## src/rtl/seq_101_stream_gen.sv

```systemverilog
// seq_101_stream_gen: shifts a parallel frame out MSB-first on a serial line
// and runs a golden non-overlapping Mealy "101" detector on the sent bits,
// giving an expected-z strobe per bit and a per-frame hit count.
module seq_101_stream_gen #(
  parameter int WIDTH = 16,
  parameter int LEN_W = 5
) (
  input  logic             clk,
  input  logic             rst,
  input  logic             start,
  input  logic [WIDTH-1:0] frame,
  input  logic [LEN_W-1:0] len,
  output logic             ready,
  output logic             d_out,
  output logic             valid,
  output logic             z_exp,
  output logic             done,
  output logic [LEN_W-1:0] hit_cnt
);

  typedef enum logic {
    IDLE = 1'b0,
    SEND = 1'b1
  } state_t;

  typedef enum logic [1:0] {
    S0 = 2'd0,
    S1 = 2'd1,
    S2 = 2'd2
  } gold_t;

  localparam logic [LEN_W-1:0] WIDTH_L = LEN_W'(WIDTH);

  state_t           state, state_n;
  gold_t            gstate, gstate_n;
  logic [WIDTH-1:0] shreg, shreg_n;
  logic [LEN_W-1:0] rem, rem_n;
  logic [LEN_W-1:0] hit_n;
  logic             d_n, valid_n, done_n, ready_n;

  logic [LEN_W-1:0] len_clamped;
  logic [LEN_W-1:0] shift_amt;
  logic [WIDTH-1:0] aligned;

  // Clamp the requested length and left-justify the used field so the
  // first bit to send sits at the MSB; unused upper bits fall off the top.
  always_comb begin
    len_clamped = (len > WIDTH_L) ? WIDTH_L : len;
    shift_amt   = WIDTH_L - len_clamped;
    aligned     = frame << shift_amt;
  end

  // Mealy strobe: a 1 arriving while the model has already seen "10".
  assign z_exp = valid & (gstate == S2) & d_out;

  // Next-state logic for the sender FSM and the golden detector model.
  always_comb begin
    state_n  = state;
    gstate_n = gstate;
    shreg_n  = shreg;
    rem_n    = rem;
    hit_n    = hit_cnt;
    d_n      = 1'b0;
    valid_n  = 1'b0;
    done_n   = 1'b0;

    if (valid) begin
      case (gstate)
        S0: gstate_n = d_out ? S1 : S0;
        S1: gstate_n = d_out ? S1 : S2;
        S2: gstate_n = S0;
        default: gstate_n = S0;
      endcase
      if (z_exp) begin
        hit_n = hit_cnt + LEN_W'(1);
      end
    end

    case (state)
      IDLE: begin
        if (start) begin
          hit_n    = '0;
          gstate_n = S0;
          if (len_clamped == '0) begin
            done_n = 1'b1;
          end else begin
            state_n = SEND;
            valid_n = 1'b1;
            d_n     = aligned[WIDTH-1];
            shreg_n = aligned << 1;
            rem_n   = len_clamped - LEN_W'(1);
          end
        end
      end
      SEND: begin
        if (rem == '0) begin
          state_n = IDLE;
          done_n  = 1'b1;
        end else begin
          valid_n = 1'b1;
          d_n     = shreg[WIDTH-1];
          shreg_n = shreg << 1;
          rem_n   = rem - LEN_W'(1);
        end
      end
      default: state_n = IDLE;
    endcase

    ready_n = (state_n == IDLE);
  end

  // State and registered outputs; reset aborts any frame without a done.
  always_ff @(posedge clk) begin
    if (rst) begin
      state   <= IDLE;
      gstate  <= S0;
      shreg   <= '0;
      rem     <= '0;
      hit_cnt <= '0;
      d_out   <= 1'b0;
      valid   <= 1'b0;
      done    <= 1'b0;
      ready   <= 1'b1;
    end else begin
      state   <= state_n;
      gstate  <= gstate_n;
      shreg   <= shreg_n;
      rem     <= rem_n;
      hit_cnt <= hit_n;
      d_out   <= d_n;
      valid   <= valid_n;
      done    <= done_n;
      ready   <= ready_n;
    end
  end

endmodule
```

## config.mk

```make
export PLATFORM = sky130hd
export DESIGN_NAME = seq_101_stream_gen
export DESIGN_NICKNAME = d
export VERILOG_FILES = /design/src/rtl/seq_101_stream_gen.sv
export SDC_FILE = /design/constraint.sdc
export NUM_CORES = 1
export LEC_CHECK = 0
export ABC_AREA = 1
export CORE_ASPECT_RATIO = 1.25
export CORE_MARGIN = 5
export CORE_UTILIZATION = 40
export DETAILED_ROUTE_END_ITERATION = 8
export GPL_TIMING_DRIVEN = 0
export HOLD_SLACK_MARGIN = 0.12
export PLACE_DENSITY = 0.76
export SYNTH_ARGS = -nofsm -noshare
export SYNTH_HDL_FRONTEND = slang
export SYNTH_SLANG_ARGS = --single-unit
export TNS_END_PERCENT = 10
```

## constraint.sdc

```tcl
create_clock -name clk -period 2.8 [get_ports clk]
set_input_delay 0.7 -clock clk [delete_from_list [all_inputs] [get_ports clk]]
set_output_delay 0.7 -clock clk [all_outputs]
set_load 0.02 [all_outputs]
```

==> impl_metrics.json, run 1 <==
{
  "numPortBuffers": 31,
  "ys_top_cells_by_area": "dfxtp_1, nand3_1, nand2_1",
  "finalMaxSlewViolations": 0,
  "syn_avg_cell_area_um2": 6.105,
  "total_power_mw": 1.465,
  "post-route-util_pct": 56.47,
  "route.detailed.wl_per_inst_um": 12.90,
  "viasPerCell": 5.363,
  "die_h_um": 91.60,
  "start_util_pct": 41.65,
  "pin_count": 34,
  "coreArea_um2": 5116,
  "r2r_start": "state$_SDFF_PP0_",
  "clkSinkCount": 31,
  "drt-initial-drc-count": 125,
  "nets": 433,
  "finalCritPeriodShare_pct": 97.02,
  "dieArea_um2": 6896,
  "grt_max_degree": 11,
  "synth.distinct_cells": 30,
  "ys_seq_elements": 31,
  "postPlaceCellArea_um2": 2529,
  "antennaDiodeCount": 0,
  "grt.total_usage_pct": 18.38,
  "clkLatencyLatePin_ns": 0.28,
  "gr-total-overflow": 0,
  "yosysTopAreaCellShare_pct": 29.13,
  "synth_edf_count": 0,
  "rows": 29,
  "fmax_mhz": 368.1,
  "fin_crit_ns": 2.717,
  "r2r_slack_ns": 0.82,
  "dp_hpwl_mm": 4.456,
  "ant_nets": 0,
  "yosysTopAreaCell": "dfxtp_1",
  "r2r_end": "rem[4]$_SDFFE_PP0P_",
  "worstSetupPathType": "input port to register",
  "synth_seq_area_share_pct": 29.13,
  "async_flop_share_pct": 0,
  "synth_flop_cell": "dfxtp_1",
  "setup_viol": 0,
  "syn_inst": 349,
  "grt_pass1_vias": 2476,
  "p_per_area_nw_per_um2": 507.0,
  "cts_root_buf": "clkbuf_8",
  "synth.cell_area_um2": 2131,
  "antenna_found_initial": 0,
  "holdCritStartpoint": "shreg[14]$_SDFFE_PP0P_",
  "area_growth_pct": 35.58,
  "max_slew_margin_pct": 59.84,
  "cts_tree": "built",
  "clkTransAtPathRegs_ns": 0.07,
  "r2r_cells": 9,
  "p_leak_nw": 1.335,
  "clockBufferDepth": 2,
  "cts_htree_levels": 2,
  "cts_buffers": 5,
  "fin_area_um2": 2889,
  "start_kind": "input port",
  "syn-num-nets": 377,
  "peakVddDrop_mv": 0.2242,
  "worstMarginPinSlew_ns": 0.5960,
  "rsz0062_at_grt": "true",
  "fin_skew_ns": 0.006514,
  "final_layout_size_suffix_gt1_share_pct": 16.01,
  "ctsHoldBuffers": 0,
  "die-width_um": 75.28,
  "crit_required_ns": 3.02,
  "arrival_ns": 2.94,
  "drv_cap": 0,
  "min_delay_path_depth": 2,
  "min_to": "shreg[14]$_SDFFE_PP0P_",
  "place.gp.congestion": 0.8885,
  "drt_pre_antenna_iters": 4,
  "via_count": 2510,
  "hp-class": "register to register",
  "drt-total-wl_mm": 6.039,
  "yosysWarningCount": 0,
  "worstSetupEndpointType": "register",
  "grt_pass1_wl_mm": 10.35,
  "critPathMaxFanout": 6,
  "drc": 0,
  "run_status": "finished clean",
  "hold_viol": 0
}
[cell type report]
cell class | count | area, µm²
Tap cell | 62 | 77.57
Clock buffer | 6 | 82.58
Timing Repair Buffer | 50 | 454.2
Buffer | 13 | 95.09
Clock inverter | 2 | 35.03
Fill cell | 504 | 2227
Sequential cell | 31 | 621.8
Multi-Input combinational cell | 270 | 1388
Inverter | 34 | 135.1
[worst max path at each step]
stage               startpoint                      to  slack [ns]  depth (start not counted)
floorplan               len[0]     rem[4]$_SDFFE_PP0P_        0.01                         18
global placement        len[2]  shreg[11]$_SDFFE_PP0P_       -0.78                         21
detailed placement      len[2]  shreg[11]$_SDFFE_PP0P_       -0.85                         21
CTS                     len[1]  shreg[11]$_SDFFE_PP0P_        0.04                         21
global route            len[1]   shreg[2]$_SDFFE_PP0P_       -0.04                         19
finish                  len[1]   shreg[3]$_SDFFE_PP0P_        0.08                         18
[critical path, cell delays in order]
cell and delay (ns):
clkdlybuf4s15_2 0.25, nor2_4 0.05, buf_4 0.13, buf_4 0.12
buf_4 0.12, buf_4 0.12, buf_4 0.12, buf_4 0.12
buf_4 0.12, buf_4 0.12, buf_4 0.13, a21oi_2 0.16
nor2_4 0.09, nor2_4 0.17, buf_6 0.12, nand4_1 0.09
o21ai_1 0.09, a22o_1 0.13
[layer usage]
metal  vias to the layer above  track usage, %  wire length, µm
met4                         0           4.810              102
met5                         -               0                0
met1                      1176           21.03             2494
met2                        59           33.14             3146
li1                       1264               -                -
met3                        11           4.199              296
[where the power goes]
part | total, mW | switching, mW | internal (mW) | leakage, nW
combinational | 0.516 | 0.305 | 0.211 | 1.02
clock | 0.449 | 0.162 | 0.288 | 0.0612
sequential | 0.500 | 0.0209 | 0.479 | 0.253
total | 1.46 | 0.488 | 0.977 | 1.34
[registers in the layout, indices dropped and copies added, names as in the netlist]
signal	flops
rem	5
state	1
ready	1
d_out	1
shreg	15
done	1
hit_cnt	5
gstate	2
[timing repair]
| item | in CTS | in global routing |
|---|---|---|
| resized for setup | 22 | 21 |
| setup endpoints to repair | 23 | 23 |
| pin swaps | 7 | 5 |
| setup buffers | 16 | 3 |
[kinds of logic (layout without fill, tap and decap cells)]
group,count (synthesis),in the layout,synth area share (%)
simple gates,224,224,46.80
buf+inv,48,105,10.10
compound gates,38,38,9.983
flops,31,31,29.13
fa+ha+maj,4,4,2.349
xor+xnor,4,4,1.644
[Yosys cell counts, types with 2 or more instances]
master / n
nand2_2: 5
a21oi_1: 11
o22ai_1: 8
o21ai_0: 8
nand2_1: 103
o21ai_1: 7
nand4_1: 3
ha_1: 4
buf_6: 3
nand3_1: 82
a22o_1: 2
dfxtp_1: 31
xor2_1: 3
buf_2: 7
nor3_1: 4
nor2_1: 21
clkbuf_1: 2
inv_1: 33
[cells in the final DEF, fill, tap and decap left out, drive strengths merged]
master,instances
nand3,83
clkinv,2
nand2,109
ha,4
o211ai,1
o22ai,8
clkdlybuf4s50,27
a21oi,11
xnor2,1
nor3,4
dfxtp,31
xor2,3
or2,1
clkdlybuf4s15,1
a22o,2
dlygate4sd2,2
nor2,23
nand4,3
nor4,1
bufinv,1
o21ai,15
buf,30
a21boi,1
inv,33
clkbuf,9
[per-stage QoR]
step | hold slack (ns) | TNS (ns) | setup WS, ns | cells
floorplan | 0.4257 | 0 | 0.01332 | 349
global placement | 0.4385 | -16.23 | -0.7828 | 442
detailed placement | 0.4413 | -17.87 | -0.8458 | 442
CTS | 0.4542 | 0 | 0.03530 | 466
global route | 0.4775 | -0.1003 | -0.04438 | 468
finish | 0.4535 | 0 | 0.08331 | 468
(Power assumes the default switching activity.)
==> inputs of run 2 (changes only) <==
--- a/config.mk
+++ b/config.mk
@@ -13,6 +13,7 @@
 export GPL_TIMING_DRIVEN = 0
 export HOLD_SLACK_MARGIN = 0.12
 export PLACE_DENSITY = 0.76
+export RECOVER_POWER = 100
 export SYNTH_ARGS = -nofsm -noshare
 export SYNTH_HDL_FRONTEND = slang
 export SYNTH_SLANG_ARGS = --single-unit
==> results of run 2 <==
Final layout, timing and power as in run 1 (identical DEF).
